[config.mk]
export PLATFORM = sky130hd
export DESIGN_NAME = stage_pipe_reg
export DESIGN_NICKNAME = d
export VERILOG_FILES = /design/src/rtl/cpu_pkg.sv /design/src/rtl/sat_counter.sv /design/src/rtl/stage_pipe_reg.sv
export SDC_FILE = /design/constraint.sdc
export NUM_CORES = 1
export LEC_CHECK = 0
export CORE_MARGIN = 4
export CORE_UTILIZATION = 43
export CTS_CLUSTER_SIZE = 20
export DETAILED_ROUTE_END_ITERATION = 8
export PLACE_DENSITY = 0.84
export SYNTH_ARGS = -nofsm -noshare
export SYNTH_HDL_FRONTEND = slang
export SYNTH_SLANG_ARGS = --single-unit
[constraint.sdc]
create_clock -name clk -period 4.3 [get_ports clk]
set_input_delay 0.645 -clock clk [delete_from_list [all_inputs] [get_ports clk]]
set_output_delay 0.645 -clock clk [all_outputs]
set_load 0.005 [all_outputs]
[src/rtl/cpu_pkg.sv]
// Shared core-wide constants: datapath widths, exception codes and reset values.
package cpu_pkg;

  localparam int unsigned XLEN   = 32;
  localparam int unsigned EXC_W  = 5;
  localparam int unsigned TNEW_W = 2;

  localparam logic [EXC_W-1:0] EXC_NONE = 5'd0;
  localparam logic [EXC_W-1:0] EXC_ADEL = 5'd4;
  localparam logic [EXC_W-1:0] EXC_ADES = 5'd5;
  localparam logic [EXC_W-1:0] EXC_RI   = 5'd10;
  localparam logic [EXC_W-1:0] EXC_OV   = 5'd12;

  localparam logic [31:0] NOP_INSTR = 32'h0000_0000;
  localparam logic [31:0] RESET_PC  = 32'h0000_3000;

endpackage

[src/rtl/sat_counter.sv]
// Saturating up-counter with synchronous clear; sticks at all-ones.
module sat_counter #(
  parameter int unsigned CNT_W = 16
) (
  input  logic             clk,
  input  logic             clr_i,
  input  logic             inc_i,
  output logic [CNT_W-1:0] cnt_o
);

  logic [CNT_W-1:0] cnt_d, cnt_q;

  always_comb begin
    cnt_d = cnt_q;
    if (clr_i) begin
      cnt_d = '0;
    end else if (inc_i && (cnt_q != '1)) begin
      cnt_d = cnt_q + 1'b1;
    end
  end

  always_ff @(posedge clk) begin
    cnt_q <= cnt_d;
  end

  assign cnt_o = cnt_q;

endmodule

[src/rtl/stage_pipe_reg.sv]
// Inter-stage pipeline register with stall hold, flush-to-bubble, Tnew countdown
// and a saturating count of bubble cycles.
module stage_pipe_reg
  import cpu_pkg::*;
#(
  parameter int unsigned     XLEN_P    = XLEN,
  parameter int unsigned     SIDE_W    = 1,
  parameter int unsigned     TNEW_P    = TNEW_W,
  parameter int unsigned     EXC_P     = EXC_W,
  parameter int unsigned     CNT_W     = 16,
  parameter bit              KEEP_PC   = 1'b1,
  parameter logic [XLEN_P-1:0] BUBBLE_PC = XLEN_P'(RESET_PC)
) (
  input  logic              clk,
  input  logic              reset,
  input  logic              en,
  input  logic              flush,
  input  logic              in_valid,
  input  logic [XLEN_P-1:0] in_instr,
  input  logic [XLEN_P-1:0] in_pc,
  input  logic [XLEN_P-1:0] in_alu,
  input  logic [XLEN_P-1:0] in_dm,
  input  logic [SIDE_W-1:0] in_side,
  input  logic [TNEW_P-1:0] in_tnew,
  input  logic [EXC_P-1:0]  in_exc,
  input  logic              in_bd,
  output logic              out_valid,
  output logic [XLEN_P-1:0] out_instr,
  output logic [XLEN_P-1:0] out_pc,
  output logic [XLEN_P-1:0] out_alu,
  output logic [XLEN_P-1:0] out_dm,
  output logic [SIDE_W-1:0] out_side,
  output logic [TNEW_P-1:0] out_tnew,
  output logic [EXC_P-1:0]  out_exc,
  output logic              out_bd,
  output logic [CNT_W-1:0]  bubble_cnt
);

  logic              valid_d, valid_q;
  logic [XLEN_P-1:0] instr_d, instr_q;
  logic [XLEN_P-1:0] pc_d,    pc_q;
  logic [XLEN_P-1:0] alu_d,   alu_q;
  logic [XLEN_P-1:0] dm_d,    dm_q;
  logic [SIDE_W-1:0] side_d,  side_q;
  logic [TNEW_P-1:0] tnew_d,  tnew_q;
  logic [EXC_P-1:0]  exc_d,   exc_q;
  logic              bd_d,    bd_q;

  // Default is hold, so a stall freezes Tnew as well as the payload.
  always_comb begin
    valid_d = valid_q;
    instr_d = instr_q;
    pc_d    = pc_q;
    alu_d   = alu_q;
    dm_d    = dm_q;
    side_d  = side_q;
    tnew_d  = tnew_q;
    exc_d   = exc_q;
    bd_d    = bd_q;
    if (flush) begin
      valid_d = 1'b0;
      instr_d = XLEN_P'(NOP_INSTR);
      pc_d    = KEEP_PC ? in_pc : BUBBLE_PC;
      alu_d   = '0;
      dm_d    = '0;
      side_d  = '0;
      tnew_d  = '0;
      exc_d   = EXC_P'(EXC_NONE);
      bd_d    = KEEP_PC ? in_bd : 1'b0;
    end else if (en) begin
      valid_d = in_valid;
      instr_d = in_instr;
      pc_d    = in_pc;
      alu_d   = in_alu;
      dm_d    = in_dm;
      side_d  = in_side;
      tnew_d  = (in_tnew == '0) ? '0 : in_tnew - 1'b1;
      exc_d   = in_exc;
      bd_d    = in_bd;
    end
  end

  always_ff @(posedge clk) begin
    if (reset) begin
      valid_q <= 1'b0;
      instr_q <= XLEN_P'(NOP_INSTR);
      pc_q    <= BUBBLE_PC;
      alu_q   <= '0;
      dm_q    <= '0;
      side_q  <= '0;
      tnew_q  <= '0;
      exc_q   <= EXC_P'(EXC_NONE);
      bd_q    <= 1'b0;
    end else begin
      valid_q <= valid_d;
      instr_q <= instr_d;
      pc_q    <= pc_d;
      alu_q   <= alu_d;
      dm_q    <= dm_d;
      side_q  <= side_d;
      tnew_q  <= tnew_d;
      exc_q   <= exc_d;
      bd_q    <= bd_d;
    end
  end

  // Count on the slot being loaded, not the one leaving, so held bubbles keep counting.
  sat_counter #(
    .CNT_W(CNT_W)
  ) u_bubble_cnt (
    .clk  (clk),
    .clr_i(reset),
    .inc_i(~valid_d),
    .cnt_o(bubble_cnt)
  );

  assign out_valid = valid_q;
  assign out_instr = instr_q;
  assign out_pc    = pc_q;
  assign out_alu   = alu_q;
  assign out_dm    = dm_q;
  assign out_side  = side_q;
  assign out_tnew  = tnew_q;
  assign out_exc   = exc_q;
  assign out_bd    = bd_q;

endmodule

# Word-level counts from Yosys, hierarchy flattened
# Cells that the tools add are included.
[classes] add_sub_neg=2 eq_ne=1 mux=7 bitwise=1 reduce_logical=4
[op_table] cell="32-bit 2-to-1 mux" n=2
[op_table] cell="16-bit by 1-bit adder with 16-bit output (second input constant)" n=1
[op_table] cell="16-bit != test (second input constant)" n=1
[op_table] cell="1-bit 2-to-1 mux" n=4
[op_table] cell="2-bit zero test" n=1
[op_table] cell="2-bit 2-to-1 mux" n=1
[op_table] cell="2-bit nonzero test" n=1
[op_table] cell="2-bit OR reduction" n=1
[op_table] cell="2-bit by 1-bit subtractor with 2-bit output (second input constant)" n=1
[op_table] cell="1-bit logical AND" n=1
[op_table] cell="1-bit NOT" n=1
[totals] reg_bits=154 input_bits=142 output_inout_bits=154 wordCells=25

# Longest topological paths before layout
# Gate-level depths: netlist of the first run.
[depth] word_depth=4 ltp_mapped=6 depth_no_buf=5

# Modules after synthesis
# From an unflattened synthesis of the first run, not the netlist that was laid out.
[hier_totals] hier_cells=591 area_unflattened_um2=5972.0
[modules_own_cells] module="stage_pipe_reg" n_inst=1 cells_each=492 area_each_um2=5123.7 seq_area_each_um2=2762.6
[modules_own_cells] module="sat_counter" n_inst=1 cells_each=99 area_each_um2=848.3 seq_area_each_um2=320.3

# Worst setup path before layout of the first run
# Ideal clock, no wire load.
[synth_timing] path_type="in2reg" startpoint="input en" endpoint="register u_bubble_cnt.cnt_q[9], in the netlist u_bubble_cnt.cnt_o[9]" setup_ns=0.070 arrival_ns=1.921 required_ns=4.230 slack_ns=2.309 path_stages=6 path_buffers=2 cell_sequence="buf_6 > mux2i_4 > o2111ai_1 > buf_2 > or4_1 > a21oi_1"
[synth_via] elab_chain_cells=4
[synth_lines] item="start: declaration" line="stage_pipe_reg.sv:16" source="input logic en,"
[synth_lines] item="1-bit 2-to-1 mux" line="stage_pipe_reg.sv:70" source="end else if (en) begin"
[synth_lines] item="1-bit 2-to-1 mux" line="stage_pipe_reg.sv:60" source="if (flush) begin"
[synth_lines] item="1-bit NOT" line="stage_pipe_reg.sv:113" source=".inc_i(~valid_d),"
[synth_lines] item="1-bit logical AND" line="sat_counter.sv:17" source="end else if (inc_i && (cnt_q != '1)) begin"
[synth_lines] item="end signal: assignment" line="sat_counter.sv:23" source="cnt_q <= cnt_d;"
[synth_lines] item="end: declaration" line="sat_counter.sv:11" source="logic [CNT_W-1:0] cnt_d, cnt_q;"
# Every way passes these cells.
# A chain may end at the register's enable or synchronous reset.

# Final worst setup path of the first run
# Ends and elaborated chain as after synthesis.

==> impl_table.tex, run 1 <==
\begin{tabular}{lr}
\hline
Metric & Value \\
\hline
\multicolumn{2}{l}{\textbf{Run status}} \\
Result of the run & completed \\
\multicolumn{2}{l}{\textbf{Cells and area}} \\
Fill cells & 888 \\
Non-filler cells in the finished layout & 1043 \\
Most used cells in the layout excluding fill and tap cells & sky130\_fd\_sc\_hd\_\_clkdlybuf4s50\_1 (294), sky130\_fd\_sc\_hd\_\_dfxtp\_1 (154), sky130\_fd\_sc\_hd\_\_nor2\_1 (107) \\
Antenna diodes & 0 \\
Net count reported at finish & 1004 \\
Most common library cell in the layout ignoring fill and taps & sky130\_fd\_sc\_hd\_\_clkdlybuf4s50\_1 \\
Post-layout instance area & 9310 um2 \\
Layout cells sized above 1 & 4.48\% \\
Layout area overhead & 64.0\% \\
\multicolumn{2}{l}{\textbf{Worst setup path}} \\
Category of the most critical setup path & in2reg \\
Worst setup path end & u\_bubble\_cnt.cnt\_o[9] \\
Kind of cell with the highest combined delay on the critical path & simple AND/OR/NAND/NOR gates \\
Number of buffer and inverter stages on the critical path & 1 \\
Number of cells on the worst reg-to-reg path & 5 \\
Worst EP arrival & 2930 ps \\
Start point of the critical path & en \\
Beginning of the worst register-to-register path & u\_bubble\_cnt.cnt\_o[0] \\
Number of cells on the critical path & 5 \\
R2R setup slack & 2370 ps \\
Required time at the endpoint of the critical path & 4640 ps \\
Ordered cell list for the critical path & buf\_6 -> mux2i\_4 -> o2111ai\_1 -> or4\_1 -> a21oi\_1 \\
Slowest stage delay, CP & 620 ps \\
Top fanout value on the critical path & 70 \\
Nature of the critical path startpoint & primary input \\
Sort of element at the end of the critical path & flop \\
Slowest stage cell on the critical path & sky130\_fd\_sc\_hd\_\_or4\_1 \\
Critical R2R Capture & u\_bubble\_cnt.cnt\_o[2] \\
\multicolumn{2}{l}{\textbf{Die}} \\
DIE AREA & 15100 um2 \\
Boundary pin count & 296 \\
Count of standard-cell rows & 41 \\
Horiz. Die Dim & 123 um \\
Initial core utilization & 44.5\% \\
Placeable core region & 12800 um2 \\
Die outline height & 123 um \\
\multicolumn{2}{l}{\textbf{Power}} \\
Overall power & 3.50 mW \\
Largest voltage drop on the vdd net & 237 uV \\
Power per standard cell area & 376 nW/um2 \\
Leak & 3.73 nW \\
\multicolumn{2}{l}{\textbf{STA}} \\
Unrepaired setup endpoints after global routing & no \\
Upper clock frequency limit & 0.386 GHz \\
Transition at the pin with the smallest max-transition slack & 1240 ps \\
Final count of negative-setup-slack endpoints & 0 \\
Worst hold slack & 457 ps \\
Max Transition Viols Final & 0 \\
Final Hold Fails & 0 \\
Slew headroom & 16.9\% \\
Worst clock skew & 4.79 ps \\
Setup Total Neg Slack & 0 ps \\
Share of the clock period used by the worst path after layout & 60.2\% \\
Time the worst path needs with I/O delays and setup & 2590 ps \\
\multicolumn{2}{l}{\textbf{Route}} \\
Routed Wire Length & 18400 um \\
Drt first-iter violations & 330 \\
Per-cell via count in the routed design & 5.09 \\
Drt wl/cell & 17.6 um \\
Total DRC errors in the routed layout & 0 \\
Detailed-route via count & 5304 \\
Drt first pass iters & 4 \\
DRT antenna net count & 0 \\
\multicolumn{2}{l}{\textbf{Synth}} \\
Post-Synthesis Net Count & 731 \\
\#FFs+latches synth & 154 \\
Yosys synthesis warning count & 0 \\
Combined area of all synthesized cells & 5680 um2 \\
Gate Count Post-Synth & 588 \\
Netlist cell types & 35 \\
Proportion of synthesized chip area in sequential cells & 54.3\% \\
Post-synthesis average cell area & 9.66 um2 \\
Synth area leaders & sky130\_fd\_sc\_hd\_\_dfxtp\_1 (54\%), sky130\_fd\_sc\_hd\_\_mux2i\_1 (18\%), sky130\_fd\_sc\_hd\_\_nor2\_1 (7.1\%) \\
Fraction of synthesized cell area taken by the top area cell type & 54.3\% \\
Post-synthesis cell type with the largest combined area & sky130\_fd\_sc\_hd\_\_dfxtp\_1 \\
\multicolumn{2}{l}{\textbf{Clocking}} \\
Hold buffer count at cts & 0 \\
Resized Gates After CTS & 0 \\
Clock root buffer & sky130\_fd\_sc\_hd\_\_clkbuf\_16 \\
Cts bufs inserted & 17 \\
TritonCTS clock tree & built \\
Clock sink count & 154 \\
Post-CTS setup buffer count & 0 \\
Max Root-Sink Buffers & 2 \\
Clock transition at the registers of the reported paths & 60 ps \\
Clock network latency to the later pin of the worst-skew pair & 410 ps \\
CTS H-Tree Depth & 4 \\
\multicolumn{2}{l}{\textbf{Run}} \\
Number of max-cap violations & 0 \\
\multicolumn{2}{l}{\textbf{GRT}} \\
Initial antenna violation count & 1 \\
Pin count of the biggest net entering global routing & 105 \\
Global Route Usage Sum & 23.6\% \\
Via count of the first global-routing pass & 5227 \\
Total global routing overflow & 0 \\
Global-route wire length before repair & 27400 um \\
\multicolumn{2}{l}{\textbf{Placement}} \\
Inst Count DP & 1014 \\
Gpl congestion & 0.864 \\
Placed inst area & 8690 um2 \\
HPWL after detailed placement & 13400 um \\
Port Buffers & 295 \\
\multicolumn{2}{l}{\textbf{Min path}} \\
Path class of the lowest-slack min-delay path & reg2reg \\
\hline
\end{tabular}
## cell usage after synthesis, drive strengths merged
library cell  instances
a211oi                2
a21oi                44
a311oi                2
a31oi                 2
a41oi                 1
and3                  3
and4                  2
buf                  11
clkbuf               32
dfxtp               154
ha                    1
inv                   2
mux2i               104
nand2                67
nand2b                2
nand3                 6
nand3b                4
nand4                 6
nor2                108
nor3                  2
nor3b                 1
nor4                  1
o2111ai               2
o211a                 2
o211ai                1
o21ai                 4
o31ai                 8
or2                   4
or3                   2
or4                   8
## registers in the layout (all words and copies together) (netlist names)
register,cells
out_side,1
out_exc,5
out_instr,32
out_tnew,2
out_bd,1
out_alu,32
out_valid,1
u_bubble_cnt.cnt_o,16
out_dm,32
out_pc,32
## power breakdown
| group | internal (mW) | total [mW] | switching [mW] |
|---|---|---|---|
| clock network | 1.02 | 1.57 | 0.548 |
| registers | 1.48 | 1.51 | 0.0305 |
| logic | 0.264 | 0.418 | 0.154 |
| total | 2.77 | 3.50 | 0.732 |
## cell families after synthesis
family	after synthesis	share of synthesized area (%)
AOI/OAI and AO/OA	68	7.03
DFF	154	54.3
and+or+nand+nor	216	16.7
muxes	104	18.5
buffers and inverters	45	3.28
adders and majority gates	1	0.220
## routing by layer
metal,share of wire [%],global-route usage [%],up-vias,routed length (um)
li1,-,-,2541,-
met1,36,25.2,2482,6640
met2,50,41.3,242,9250
met3,10,9.33,37,1900
met4,3.1,9.87,2,562
met5,0.071,0,-,13
## worst min path at each step
stage	depth (start not counted)	to	start	slack [ps]
final	2	out_pc[9]	out_pc[9]	460
after floorplan	2	out_bd	out_bd	450
after global routing	2	out_pc[10]	out_pc[10]	470
after global placement	2	out_pc[3]	out_pc[3]	440
after detailed placement	2	out_pc[4]	out_pc[4]	450
after CTS	2	out_pc[0]	out_pc[0]	460
## per-stage QoR
stage / worst slack, ps / util, %
after floorplan: 2310 / -
after global placement: 1510 / 68.0
after detailed placement: 1390 / 68.0
after CTS: 1800 / 72.9
after global routing: 1610 / 72.9
final: 1710 / 72.9
## tightest hold or removal path, delay by kind of cell (launching register included)
kind             cells  cell delay, ps
AND/OR/NAND/NOR      1              50
flip-flops           1             300
AO/OA/AOI/OAI        1              50
## area by class of cell
class,count,area (um2),share of cell area [%]
clock buffer,22,484,5.20
clock inverter,7,139,1.49
inverter,2,7.51,0.0806
multi-input combinational,389,2420,25.9
sequential,154,3080,33.1
tap,172,215,2.31
timing repair buffer,297,2970,31.9
No activity file was read; power rests on OpenSTA's default activity.
==> run 2, diff against run 1 <==
--- a/config.mk
+++ b/config.mk
@@ -6,10 +6,10 @@
 export NUM_CORES = 1
 export LEC_CHECK = 0
 export CORE_MARGIN = 4
-export CORE_UTILIZATION = 43
+export CORE_UTILIZATION = 36
 export CTS_CLUSTER_SIZE = 20
 export DETAILED_ROUTE_END_ITERATION = 8
-export PLACE_DENSITY = 0.84
+export PLACE_DENSITY = 0.75
 export SYNTH_ARGS = -nofsm -noshare
 export SYNTH_HDL_FRONTEND = slang
 export SYNTH_SLANG_ARGS = --single-unit
==> constraint.sdc (replaced) <==
create_clock -name clk -period 2.2 [get_ports clk]
set_input_delay 0.33 -clock clk [delete_from_list [all_inputs] [get_ports clk]]
set_output_delay 0.33 -clock clk [all_outputs]
set_load 0.005 [all_outputs]
==> run 2 against run 1 <==
  * Die area increased by 18%
  * Worst hold slack got worse by 84 ps
  * First-iteration DRC count decreased by 38%
  * Highest routed layer unchanged
==> impl_table.tex, run 2 (same netlist as run 1, synthesis figures left out) <==
\begin{tabular}{lr}
\hline
Metric & Value \\
\hline
\multicolumn{2}{l}{\textbf{Cells and area}} \\
Most common library cell in the layout ignoring fill and taps & sky130\_fd\_sc\_hd\_\_clkdlybuf4s50\_1 \\
Antenna diodes & 0 \\
Non-filler cells in the finished layout & 1098 \\
Net count reported at finish & 1017 \\
Layout cells sized above 1 & 6.20\% \\
Most used cells in the layout excluding fill and tap cells & sky130\_fd\_sc\_hd\_\_clkdlybuf4s50\_1 (293), sky130\_fd\_sc\_hd\_\_dfxtp\_1 (154), sky130\_fd\_sc\_hd\_\_nor2\_1 (107) \\
Layout area overhead & 66.7\% \\
\multicolumn{2}{l}{\textbf{Worst setup path}} \\
Slowest stage delay, CP & 540 ps \\
Kind of cell with the highest combined delay on the critical path & simple AND/OR/NAND/NOR gates \\
Top fanout value on the critical path & 8 \\
Nature of the critical path startpoint & flop \\
Start point of the critical path & u\_bubble\_cnt.cnt\_o[9] \\
Beginning of the worst register-to-register path & u\_bubble\_cnt.cnt\_o[9] \\
Number of buffer and inverter stages on the critical path & 0 \\
Crit path top cell by count & sky130\_fd\_sc\_hd\_\_or4\_1 \\
Required time at the endpoint of the critical path & 2550 ps \\
Category of the most critical setup path & reg2reg \\
Ordered cell list for the critical path & nand4\_2 -> or4\_1 -> or4\_1 -> a21oi\_1 \\
Slowest stage cell on the critical path & sky130\_fd\_sc\_hd\_\_or4\_1 \\
Sort of element at the end of the critical path & flop \\
Worst EP arrival & 2180 ps \\
\multicolumn{2}{l}{\textbf{GRT}} \\
Total global routing overflow & 0 \\
Pin count of the biggest net entering global routing & 107 \\
Initial antenna violation count & 1 \\
Global Route Usage Sum & 18.9\% \\
Global-route wire length before repair & 26900 um \\
Via count of the first global-routing pass & 4990 \\
\multicolumn{2}{l}{\textbf{Die}} \\
Placeable core region & 15300 um2 \\
Horiz. Die Dim & 134 um \\
Die outline height & 134 um \\
Boundary pin count & 296 \\
Initial core utilization & 37.1\% \\
DIE AREA & 17900 um2 \\
Count of standard-cell rows & 45 \\
\multicolumn{2}{l}{\textbf{Run status}} \\
Result of the run & completed \\
\multicolumn{2}{l}{\textbf{STA}} \\
Max Transition Viols Final & 0 \\
Final count of negative-setup-slack endpoints & 0 \\
Worst hold slack & 373 ps \\
Slew headroom & 44.9\% \\
Share of the clock period used by the worst path after layout & 83.1\% \\
Upper clock frequency limit & 0.547 GHz \\
Transition at the pin with the smallest max-transition slack & 826 ps \\
Unrepaired setup endpoints after global routing & no \\
Worst clock skew & 4.62 ps \\
Time the worst path needs with I/O delays and setup & 1830 ps \\
Setup Total Neg Slack & 0 ps \\
Final Hold Fails & 0 \\
Post-route worst setup slack & 372 ps \\
\multicolumn{2}{l}{\textbf{Route}} \\
Total DRC errors in the routed layout & 0 \\
Routed Wire Length & 17700 um \\
Drt first pass iters & 5 \\
Drt wl/cell & 16.1 um \\
DRT antenna net count & 0 \\
Per-cell via count in the routed design & 4.73 \\
Detailed-route via count & 5189 \\
Drt first-iter violations & 204 \\
\multicolumn{2}{l}{\textbf{Placement}} \\
Inst Count DP & 1066 \\
Port Buffers & 295 \\
Gpl congestion & 0.787 \\
Pre-CTS setup slack & 249 ps \\
HPWL after detailed placement & 12600 um \\
\multicolumn{2}{l}{\textbf{Run}} \\
Number of max-cap violations & 0 \\
\multicolumn{2}{l}{\textbf{Power}} \\
Leak & 3.79 nW \\
Largest voltage drop on the vdd net & 472 uV \\
Power per standard cell area & 710 nW/um2 \\
Overall power & 6.72 mW \\
\multicolumn{2}{l}{\textbf{Clocking}} \\
TritonCTS clock tree & built \\
Clock network latency to the later pin of the worst-skew pair & 420 ps \\
Resized Gates After CTS & 0 \\
Max Root-Sink Buffers & 2 \\
Clock root buffer & sky130\_fd\_sc\_hd\_\_clkbuf\_16 \\
CTS H-Tree Depth & 4 \\
Hold buffer count at cts & 0 \\
Post-CTS setup buffer count & 0 \\
Clock transition at the registers of the reported paths & 60 ps \\
Cts bufs inserted & 17 \\
Clock sink count & 154 \\
\multicolumn{2}{l}{\textbf{Min path}} \\
Beginning of the worst hold path & reset \\
Path class of the lowest-slack min-delay path & in2reg \\
\hline
\end{tabular}
[run 2: cell count changes in the layout (fill, tap and decap cells not counted)]
cell	previous run	this run
sky130_fd_sc_hd__buf_4	2	12
sky130_fd_sc_hd__clkinv_4	0	1
sky130_fd_sc_hd__buf_2	0	1
sky130_fd_sc_hd__bufinv_16	4	2
sky130_fd_sc_hd__clkbuf_1	1	2
sky130_fd_sc_hd__clkdlybuf4s50_1	294	293
sky130_fd_sc_hd__clkinvlp_4	0	4
sky130_fd_sc_hd__buf_12	0	3
sky130_fd_sc_hd__clkinv_2	2	1
[run 2: through the flow]
step | area (um2) | utilization, %
floorplan | 5680 | -
global placement | 8870 | 57.9
detailed placement | 8870 | 57.9
CTS | 9470 | 61.8
global route | 9470 | 61.8
finish | 9470 | 61.8
[run 2: worst register-to-register path, delay by kind of cell (launching register included)]
kind	cells	cell delay, ps
AO/OA/AOI/OAI	1	140
flip-flops	1	460
AND/OR/NAND/NOR	3	1170
[run 2: routing by layer]
layer | wire [um] | vias to the layer above | GRT usage, %
met4 | 258 | 2 | 5.60
li1 | - | 2573 | -
met1 | 7420 | 2380 | 21.9
met2 | 8210 | 209 | 31.2
met5 | 11 | - | 0
met3 | 1770 | 25 | 8.99
[run 2: path summary, 6_finish.rpt]
| kind | slack, ps | cells past startpoint | end |
|---|---|---|---|
| worst min-delay path | 370 | 3 | out_instr[21] |
| worst max-delay path | 370 | 4 | u_bubble_cnt.cnt_o[15] |
| worst max register to register | 370 | 4 | u_bubble_cnt.cnt_o[15] |
| worst min register to register | 450 | 2 | out_pc[28] |
[run 2: where the power goes]
group / switching (mW) / leakage (nW) / internal [mW]
clock network: 1.15 / 0.282 / 1.80
logic: 0.297 / 2.25 / 0.531
registers: 0.0589 / 1.26 / 2.90
total: 1.50 / 3.79 / 5.22
[run 2: cell type report]
class | instances | area (um2)
clock buffers | 23 | 488
clock inverters | 9 | 113
fillers | 1348 | 5840
inverters | 2 | 7.51
multi-input cells | 389 | 2420
flip-flops and latches | 154 | 3080
well taps | 211 | 264
repair buffers | 310 | 3100
==> run 3, diff against run 2 <==
==> constraint.sdc (replaced) <==
create_clock -name clk -period 1.6 [get_ports clk]
set_input_delay 0.24 -clock clk [delete_from_list [all_inputs] [get_ports clk]]
set_output_delay 0.24 -clock clk [all_outputs]
set_load 0.005 [all_outputs]
==> run 3 against run 2 <==
  * Sequential cell count is the same
  * Cell area rose by 4.4%
  * Global-route usage up 0.15 points
  * Critical endpoint unchanged
  * Largest cell class unchanged
==> impl_table.tex, run 3 (same netlist as run 1, synthesis figures left out) <==
\begin{tabular}{lr}
\hline
Metric & Value \\
\hline
\multicolumn{2}{l}{\textbf{GRT}} \\
Global Route Usage Sum & 19.1\% \\
Initial antenna violation count & 0 \\
GRT Max-Usage Layer & met2 \\
Met2 Usage GRT & 32.4\% \\
Pin count of the biggest net entering global routing & 54 \\
Global-route wire length before repair & 27400 um \\
Via count of the first global-routing pass & 5219 \\
M3 GR Usage & 8.46\% \\
Global routing met1 resource utilization & 21.2\% \\
Total global routing overflow & 0 \\
\multicolumn{2}{l}{\textbf{Route}} \\
Drt first pass iters & 4 \\
Routed Wire Length & 18000 um \\
Detailed-route via count & 5379 \\
Drt first-iter violations & 226 \\
Drt wl/cell & 15.9 um \\
Per-cell via count in the routed design & 4.75 \\
DRT antenna net count & 0 \\
Total DRC errors in the routed layout & 0 \\
\multicolumn{2}{l}{\textbf{Placement}} \\
Pre-CTS setup slack & -241 ps \\
HPWL after detailed placement & 13100 um \\
Port Buffers & 295 \\
Gpl congestion & 0.840 \\
\multicolumn{2}{l}{\textbf{Clocking}} \\
TritonCTS clock tree & built \\
Clock transition at the registers of the reported paths & 60 ps \\
Clock network latency to the later pin of the worst-skew pair & 410 ps \\
CTS H-Tree Depth & 4 \\
Clock sink count & 154 \\
Clock root buffer & sky130\_fd\_sc\_hd\_\_clkbuf\_16 \\
Max Root-Sink Buffers & 2 \\
Hold buffer count at cts & 0 \\
Cts bufs inserted & 17 \\
\multicolumn{2}{l}{\textbf{Worst setup path}} \\
Slowest stage cell on the critical path & sky130\_fd\_sc\_hd\_\_or4\_4 \\
Slowest stage delay, CP & 510 ps \\
Sort of element at the end of the critical path & flop \\
Nature of the critical path startpoint & flop \\
Required time at the endpoint of the critical path & 1950 ps \\
Ordered cell list for the critical path & nand4\_4 -> or4\_4 -> or4\_4 -> a21oi\_2 \\
Worst EP arrival & 1940 ps \\
Top fanout value on the critical path & 2 \\
Crit path top cell by count & sky130\_fd\_sc\_hd\_\_or4\_4 \\
Number of buffer and inverter stages on the critical path & 0 \\
Category of the most critical setup path & reg2reg \\
Kind of cell with the highest combined delay on the critical path & simple AND/OR/NAND/NOR gates \\
\multicolumn{2}{l}{\textbf{Die}} \\
Count of standard-cell rows & 45 \\
DIE AREA & 17900 um2 \\
Boundary pin count & 296 \\
Placeable core region & 15300 um2 \\
Initial core utilization & 37.1\% \\
Die outline height & 134 um \\
Horiz. Die Dim & 134 um \\
\multicolumn{2}{l}{\textbf{Cells and area}} \\
Most used cells in the layout excluding fill and tap cells & sky130\_fd\_sc\_hd\_\_clkdlybuf4s50\_1 (278), sky130\_fd\_sc\_hd\_\_dfxtp\_1 (139), sky130\_fd\_sc\_hd\_\_nor2\_1 (107) \\
Antenna diodes & 0 \\
Sequential cell area & 3110 um2 \\
Multi-input combinational cell area & 2460 um2 \\
Most common library cell in the layout ignoring fill and taps & sky130\_fd\_sc\_hd\_\_clkdlybuf4s50\_1 \\
Fill cells & 1304 \\
Net count reported at finish & 1052 \\
Layout cells sized above 1 & 12.4\% \\
Layout area overhead & 74.0\% \\
\multicolumn{2}{l}{\textbf{Power}} \\
Power per standard cell area & 970 nW/um2 \\
Leak & 4.11 nW \\
Largest voltage drop on the vdd net & 627 uV \\
\multicolumn{2}{l}{\textbf{STA}} \\
Time the worst path needs with I/O delays and setup & 1590 ps \\
Final Hold Fails & 0 \\
Share of the clock period used by the worst path after layout & 99.5\% \\
Worst clock skew & 5.84 ps \\
Upper clock frequency limit & 0.628 GHz \\
Unrepaired setup endpoints after global routing & yes \\
Post-route worst setup slack & 7.78 ps \\
Max Transition Viols Final & 0 \\
Transition at the pin with the smallest max-transition slack & 363 ps \\
Final count of negative-setup-slack endpoints & 0 \\
Worst hold slack & 314 ps \\
Setup Total Neg Slack & 0 ps \\
Slew headroom & 75.8\% \\
\multicolumn{2}{l}{\textbf{Run status}} \\
Result of the run & completed \\
\multicolumn{2}{l}{\textbf{Run}} \\
Number of max-cap violations & 0 \\
\multicolumn{2}{l}{\textbf{Min path}} \\
Path class of the lowest-slack min-delay path & in2reg \\
\hline
\end{tabular}
run 3: cell types whose count changed in the layout (fill, tap and decap cells not counted), sizes merged:
cell	before	now
buf	17	52
dlygate4sd2	0	13
dlymetal6s2s	0	2
clkdlybuf4s50	293	278
clkinvlp	4	3
clkbuf	23	19
inv	3	6
bufinv	2	4
run 3: what timing repair did:
action | in CTS | in global routing
gates resized for setup | 25 | 18
pin swaps | 1 | 9
buffers inserted | 1 | 2
setup endpoints to repair | 23 | 13
cloned | 0 | 1
run 3: routing by layer:
layer / share of wire [%] / up-vias
met5: 0 / -
met4: 2.5 / 0
met3: 10 / 34
met2: 48 / 234
met1: 40 / 2472
li1: - / 2639
run 3: stage by stage:
stage	std cells	utilization [%]	total power, mW	instance area, um2
final	1133	64.5	9.58	9880
after global routing	1133	64.5	9.94	9880
after CTS	1130	64.0	9.68	9790
after detailed placement	1097	59.7	5.33	9150
after global placement	1097	59.7	5.31	9150
after floorplan	588	-	4.54	5700
run 3: tightest hold or removal path: stages:
cell and delay (ps):
sky130_fd_sc_hd__buf_2 100, sky130_fd_sc_hd__buf_4 300, sky130_fd_sc_hd__a21oi_2 40
run 3: final timing paths:
check,startpoint,to,slack (ps),cells after the start
setup / recovery,u_bubble_cnt.cnt_o[12],u_bubble_cnt.cnt_o[15],8,4
setup reg to reg,u_bubble_cnt.cnt_o[12],u_bubble_cnt.cnt_o[15],8,4
hold / removal,reset,u_bubble_cnt.cnt_o[15],310,3
hold reg to reg,out_pc[11],out_pc[11],450,2
run 3: power breakdown:
| part | internal (mW) | leakage (nW) | switching [mW] |
|---|---|---|---|
| registers | 3.98 | 1.27 | 0.0743 |
| clock network | 2.71 | 0.307 | 1.64 |
| logic | 0.762 | 2.54 | 0.423 |
| total | 7.45 | 4.11 | 2.13 |
run 3: area by class of cell:
type                            count  share of cell area (%)
Tap cell                          211                    2.67
Sequential cell                   154                    31.5
Timing Repair Buffer              345                    34.4
Inverter                            2                  0.0759
Multi-Input combinational cell    389                    24.9
Clock buffer                       19                    4.58
Clock inverter                     13                    1.90
